## config.mk

```make
export PLATFORM = sky130hd
export DESIGN_NAME = instruction_decode_16bit
export DESIGN_NICKNAME = d
export VERILOG_FILES = /design/src/rtl/instruction_decode_16bit.sv
export SDC_FILE = /design/constraint.sdc
export NUM_CORES = 1
export LEC_CHECK = 0
export BUFFER_PORTS_ARGS = -buffer_cell sky130_fd_sc_hd__buf_2
export CAP_MARGIN = 20
export CORE_MARGIN = 2
export CORE_UTILIZATION = 55
export DETAILED_ROUTE_END_ITERATION = 12
export PLACE_DENSITY = 0.8
export SYNTH_ARGS = -nofsm -noshare
export SYNTH_HDL_FRONTEND = slang
export SYNTH_SLANG_ARGS = --single-unit
```

## constraint.sdc

```tcl
create_clock -name clk -period 4.2 [get_ports clk]
set_input_delay 0.21 -clock clk [delete_from_list [all_inputs] [get_ports clk]]
set_output_delay 0.21 -clock clk [all_outputs]
set_load 0.03 [all_outputs]
```

## src/rtl/instruction_decode_16bit.sv

```systemverilog
// Decode stage: accepts fetched instructions, decodes them at enqueue into a small FIFO,
// and presents the head entry to execute. Optional trap on opcodes 9-14 via ILLEGAL_OPCODE_TRAP_EN.
module instruction_decode_16bit #(
    parameter int ADDR_W    = 16,
    parameter int BUF_DEPTH = 2
) (
    input  logic              clk,
    input  logic              reset,
    input  logic              in_valid,
    output logic              in_ready,
    input  logic [16:1]       in_instr,
    input  logic [ADDR_W:1]   in_pc,
    input  logic              flush,
    output logic              dec_valid,
    input  logic              dec_ready,
    output logic [4:1]        dec_opcode,
    output logic [3:1]        dec_rd,
    output logic [3:1]        dec_rs,
    output logic [3:1]        dec_rt,
    output logic [3:1]        dec_funct,
    output logic [16:1]       dec_imm,
    output logic [ADDR_W:1]   dec_pc,
    output logic              dec_writes_reg,
    output logic              halted,
    output logic [16:1]       instr_count
`ifdef ILLEGAL_OPCODE_TRAP_EN
    ,
    output logic              illegal
`endif
);

    localparam int PTR_W = (BUF_DEPTH > 1) ? $clog2(BUF_DEPTH) : 1;
    localparam int CNT_W = $clog2(BUF_DEPTH + 1);
    localparam logic [CNT_W-1:0] FULL_COUNT = CNT_W'(BUF_DEPTH);

    localparam logic [4:1] OP_ADD  = 4'd0;
    localparam logic [4:1] OP_SUB  = 4'd1;
    localparam logic [4:1] OP_AND  = 4'd2;
    localparam logic [4:1] OP_OR   = 4'd3;
    localparam logic [4:1] OP_ADDI = 4'd4;
    localparam logic [4:1] OP_LW   = 4'd5;
    localparam logic [4:1] OP_SW   = 4'd6;
    localparam logic [4:1] OP_BEQ  = 4'd7;
    localparam logic [4:1] OP_JMP  = 4'd8;
    localparam logic [4:1] OP_HALT = 4'd15;

    typedef struct packed {
        logic [4:1]      opcode;
        logic [3:1]      rd;
        logic [3:1]      rs;
        logic [3:1]      rt;
        logic [3:1]      funct;
        logic [16:1]     imm;
        logic [ADDR_W:1] pc;
        logic            writes_reg;
`ifdef ILLEGAL_OPCODE_TRAP_EN
        logic            illegal;
`endif
    } entry_t;

    typedef enum logic {
        ST_RUN,
        ST_HALTED
    } state_t;

    state_t             state;
    state_t             state_next;
    entry_t             mem [BUF_DEPTH];
    entry_t             decoded;
    entry_t             head;
    logic [PTR_W-1:0]   wr_ptr;
    logic [PTR_W-1:0]   rd_ptr;
    logic [CNT_W-1:0]   count;
    logic               push;
    logic               pop;
    logic               halting_instr;

    // Decoding happens on the way in, so the FIFO holds ready-to-use fields.
    always_comb begin
        decoded            = '0;
        decoded.opcode     = in_instr[16:13];
        decoded.rd         = in_instr[12:10];
        decoded.rs         = in_instr[9:7];
        decoded.rt         = in_instr[6:4];
        decoded.funct      = in_instr[3:1];
        decoded.pc         = in_pc;
        case (in_instr[16:13])
            OP_ADD, OP_SUB, OP_AND, OP_OR: begin
                decoded.writes_reg = 1'b1;
            end
            OP_ADDI, OP_LW: begin
                decoded.writes_reg = 1'b1;
                decoded.imm        = {{10{in_instr[6]}}, in_instr[6:1]};
            end
            OP_SW, OP_BEQ: begin
                decoded.imm        = {{10{in_instr[6]}}, in_instr[6:1]};
            end
            OP_JMP: begin
                decoded.imm        = {{4{in_instr[12]}}, in_instr[12:1]};
            end
            OP_HALT: begin
                decoded.writes_reg = 1'b0;
            end
            default: begin
`ifdef ILLEGAL_OPCODE_TRAP_EN
                decoded.illegal    = 1'b1;
`endif
            end
        endcase
    end

`ifdef ILLEGAL_OPCODE_TRAP_EN
    assign halting_instr = (in_instr[16:13] == OP_HALT) || decoded.illegal;
`else
    assign halting_instr = (in_instr[16:13] == OP_HALT);
`endif

    assign halted    = (state == ST_HALTED);
    assign in_ready  = (count < FULL_COUNT) && !halted;
    assign dec_valid = (count != '0);
    assign push      = in_valid && in_ready && !flush;
    assign pop       = dec_valid && dec_ready && !flush;

    always_ff @(posedge clk or negedge reset) begin
        if (!reset) begin
            state <= ST_RUN;
        end else begin
            state <= state_next;
        end
    end

    // Halting entry is still enqueued; only flush or reset returns to RUN.
    always_comb begin
        state_next = state;
        if (flush) begin
            state_next = ST_RUN;
        end else if (push && halting_instr) begin
            state_next = ST_HALTED;
        end
    end

    always_ff @(posedge clk or negedge reset) begin
        if (!reset) begin
            wr_ptr <= '0;
            rd_ptr <= '0;
            count  <= '0;
            for (int i = 0; i < BUF_DEPTH; i++) begin
                mem[i] <= '0;
            end
        end else if (flush) begin
            wr_ptr <= '0;
            rd_ptr <= '0;
            count  <= '0;
        end else begin
            if (push) begin
                mem[wr_ptr] <= decoded;
                wr_ptr      <= wr_ptr + PTR_W'(1);
            end
            if (pop) begin
                rd_ptr <= rd_ptr + PTR_W'(1);
            end
            case ({push, pop})
                2'b10:   count <= count + CNT_W'(1);
                2'b01:   count <= count - CNT_W'(1);
                default: count <= count;
            endcase
        end
    end

    always_ff @(posedge clk or negedge reset) begin
        if (!reset) begin
            instr_count <= '0;
        end else if (pop) begin
            instr_count <= instr_count + 16'd1;
        end
    end

    // Outputs read as zero whenever nothing is buffered.
    assign head = dec_valid ? mem[rd_ptr] : '0;

    assign dec_opcode     = head.opcode;
    assign dec_rd         = head.rd;
    assign dec_rs         = head.rs;
    assign dec_rt         = head.rt;
    assign dec_funct      = head.funct;
    assign dec_imm        = head.imm;
    assign dec_pc         = head.pc;
    assign dec_writes_reg = head.writes_reg;
`ifdef ILLEGAL_OPCODE_TRAP_EN
    assign illegal        = head.illegal;
`endif

endmodule

```

; Word-level counts from Yosys, hierarchy flattened
; Index checks and enable logic that the tools add are counted.
[word_totals]
word_cells = 79
regBits = 119
output_inout_bits = 68
inputBits = 37
[op_classes]
add_sub_neg = 5
muxes = 17
n_bitwise = 3
n_lt_le_gt_ge = 4
n_eq_ne = 11
reduce_logical = 18
[op_table]
columns = op, n
row1 = two-way mux 49 bit, 5
row2 = bitwise mux 98 bit, 1
row3 = demux 49 bit (select 1 bit), 1
row4 = case mux 16 bit (2 select lines), 1
row5 = adder 16 x 1 -> 16 bit (second input constant), 1
row6 = == test 4 x 3 -> 1 bit (second input constant), 4
row7 = == test 4 x 2 -> 1 bit (second input constant), 2
row8 = == test 4 bit (second input constant), 2
row9 = nonzero test 2 bit, 4
row10 = logical AND 1 bit, 7
row11 = two-way mux 1 bit, 7
row12 = OR reduction 6 bit, 1
row13 = == test 4 x 1 -> 1 bit (second input constant), 1
row14 = >= comparator 2 bit (second input constant), 2
row15 = zero test 4 bit, 1
row16 = NOT 1 -> 2 bit, 2
row17 = case mux 2 bit (2 select lines), 1
row18 = OR reduction 4 bit, 1
row19 = nonzero test 3 bit, 1
row20 = adder 1 bit (second input constant), 2
row21 = adder 2 x 1 -> 2 bit (second input constant), 1
row22 = == test 2 x 1 -> 1 bit (second input constant), 1
row23 = == test 2 bit (second input constant), 1
row24 = zero test 1 bit, 2
row25 = 6 further kinds, 6

; Logic depth before layout (Yosys ltp)
[depth]
depth_word = 7
mapped_depth = 7
depth_no_buf = 5

; Worst setup path before layout
; Ideal clock, no wire load.
[synth_timing]
kind = reg-to-output
startpoint = register rd_ptr
endpoint = output port dec_imm[13] (netlist bit)
path_buffers = 3
slack_ps = 2283
arrival_time_ps = 1707
required_ps = 3990
path_stages_with_launch = 6
path_cell_list = dfrtp_1 -> buf_2 -> buf_2 -> mux2i_1 -> nor2_1 -> buf_4
[synth_between]
elab_chain_cells = 5
[synth_rtl]
columns = element, line_no
row1 = from (decl), 72  ; logic [PTR_W-1:0] rd_ptr;
row2 = from (signal assigned), 160  ; rd_ptr <= rd_ptr + PTR_W'(1);
row3 = NOT 1 -> 2 bit (implied by the code), 179  ; assign head = dec_valid ? mem[rd_ptr] : '0;
row4 = two-way mux 49 bit (implied by the code) (3 in series), 179
row5 = two-way mux 49 bit, 179
row6 = to (decl), 21  ; output logic [16:1] dec_imm,
; Every way passes these cells. The select of a mux whose other input is x is not followed.

; Final worst setup path
[layout_timing]
startpoint = register rd_ptr
endpoint = output port dec_imm[14] (netlist bit)
; The elaborated chain is that of the path after synthesis.

==> impl_metrics.yaml <==
run_status:
  outcome: "complete, but fails checks"
  violations: "hold timing"
floorplanning:
  num_rows: 35
  die_h_um: 101
  pin_count: 105
  start_util: 0.567
  die_x_um: 101
  core_um2: 9200
  die-area_um2: 10300
logic_synthesis:
  synthXorXnorAreaFrac: 0.0286
  ys_types: 35
  synth_simple_gate_area_share: 0.181
  syn_nets: 537
  syn_inst: 499
  synth_area_per_cell_um2: 10.4
  synth-adder-area-share: 0.00240
  synth-compound-area-share: 0.0394
  ys_seq_area_frac: 0.533
  synth.area.mux_share: 0.178
  ys_ff_latch: 111
  synth_top_family_by_area: "simple AND/OR/NAND/NOR gates"
  syn_area_um2: 5210
  synth_warnings: 0
final_layout:
  final_common_cell: "nand2_1"
  area_delta_synth_final_pct: 14.4
  diodes: 0
  fin_util: 0.648
  fin_cells: 704
  final_cell_mix: "138 x nand2_1, 110 x dfrtp_1, 103 x buf_2"
  drive_above_1_share: 0.273
  finish.instance_area_um2: 5960
  nNetsFinal: 627
global_route:
  grtUsageMet3: 0.0587
  grt_max_degree: 78
  grt_pass1_wl_mm: 18.2
  grt_usage: 0.227
  met1_usage: 0.315
  grt_antenna_before_repair: 0
  gr-max-usage-layer: "met2"
  grt_use_met2: 0.363
  grt-ovfl-total: 0
  grt_pass1_vias: 3688
route:
  routed_wirelength_mm: 11.1
  wl_per_cell_um: 15.7
  drc: 0
  dr.pass1.iters: 5
  avgViaCountPerCell: 5.35
  first_iter_violations: 147
  vias: 3768
  final_antenna_net_count: 0
clock_network:
  postCtsHoldBufs: 0
  cts_tree: "built"
  cts-root-buf: "clkbuf_8"
  postCtsSetupBuffers: 0
  cts_buffers: 9
  clock_latency_ps: 360
  path_clk_slew_ps: 100
  cts-htree-levels: 3
  clock_path_buffers: 2
  cts_sinks: 111
  cts_resized: 0
placement:
  pre_cts_slack_ps: 1830
  gp_congestion: 0.832
  placed_cells: 687
  hpwl_mm: 7.35
  portBuffers: 104
  place_area_um2: 5760
flow_run:
  maxCapViolCount: 0
setup_path:
  cp_max_fo: 33
  required_ps: 3990
  cp-end-kind: "output pin"
  cp-start-kind: "flip-flop"
  crit_type: "reg -> out"
  arrival_ps: 2390
timing:
  min_period_over_period: 0.620
  setup_viol_count_final: 0
  fin_skew_ps: 10.5
  fin_crit_ps: 2600
  maxSlewViolCount: 0
  clock.fmax_mhz: 384
  tns_ps: 0
  maxSlewHeadroom: 0.314
  whs_ps: -36.4
  worst-slew-pin-transition_ps: 1030
  finalHoldViolCount: 12
  fin_ws_ps: 1600
  grt_setup_unrepaired: "no"
pwr:
  vdd_ir_drop_max_uv: 294
  p_per_area_nw_per_um2: 458
  power_leakage_nw: 3.08
min_path:
  hp-class: "in -> async"
critical path: stages (launching register included):
cell	delay (ps)
dfrtp_2	1060
buf_4	410
mux2i_1	110
nor2_1	190
buf_2	240
synthesized netlist by cell type (all sizes together):
cell / n / area [um^2]
nand3: 7 / 35.0
inv: 3 / 11.3
and4: 1 / 8.76
nor3: 2 / 10.0
nor2: 51 / 191
nor4b: 3 / 56.3
ha: 1 / 12.5
a21o: 1 / 7.51
mux2: 33 / 477
nor4: 3 / 40.0
nand2b: 4 / 25.0
xor2: 7 / 61.3
xnor2: 10 / 87.6
a32oi: 1 / 8.76
buf: 25 / 160
clkbuf: 7 / 26.3
nand4: 1 / 6.26
and3: 5 / 31.3
a21oi: 10 / 50.1
o21ai: 27 / 139
nor2b: 2 / 12.5
dfrtp: 111 / 2780
nand2: 139 / 524
mux2i: 45 / 450
power breakdown:
part	switching [W]	total (W)	internal, W
clock network	0.000347	0.000563	0.000215
logic	0.000371	0.000699	0.000328
registers	0.000159	0.00147	0.00131
state kept, by name, summed over array words and instances (netlist names):
signal and count:
instr_count 16, count 2, halted 1, rd_ptr 1
mem 90, wr_ptr 1
layer usage:
layer,wire (um),vias to the layer above
li1,-,1811
met1,5080,1840
met2,5310,112
met3,612,5
met4,79,0
met5,0,-
stage by stage:
stage / hold WS [ps] / total power [W]
2_1_floorplan: -85.6 / 0.00197
3_3_place_gp: 406 / 0.00215
3_5_place_dp: 414 / 0.00218
4_1_cts: 10.7 / 0.00274
5_1_grt: 24.8 / 0.00289
6_report: -36.4 / 0.00273
kinds of logic (layout without fill, tap and decap cells):
group / count (synthesis) / count (layout)
AO/OA/AOI/OAI: 39 / 39
XOR/XNOR: 17 / 17
adder cells (fa/ha/maj): 1 / 1
buffers and inverters: 35 / 129
flip-flops: 111 / 111
multiplexers: 78 / 78
AND/OR/NAND/NOR: 218 / 218
cell type report:
type	count	area (um^2)
Inverter	3	11.3
Clock inverter	3	22.5
Timing Repair Buffer	111	628
Fill cell	761	3230
Clock buffer	12	135
Sequential cell	111	2780
Tap cell	111	139
Multi-Input combinational cell	353	2250
worst paths after layout:
path	start	endpoint	slack, ps	cells after the start
hold reg to reg	mem[63]$_DFFE_PN0P_	mem[63]$_DFFE_PN0P_	480	2
setup reg to reg	count[1]$_DFFE_PN0P_	mem[10]$_DFFE_PN0P_	1810	5
setup / recovery	rd_ptr$_DFFE_PN0P_	dec_imm[14]	1600	4
hold / removal	reset	mem[1]$_DFFE_PN0P_	-40	1
max in group asynchronous	reset	mem[3]$_DFFE_PN0P_	3170	2
min in group clk	in_pc[2]	mem[51]$_DFFE_PN0P_	40	3
Note: power is estimated with default switching activity, not from simulation.
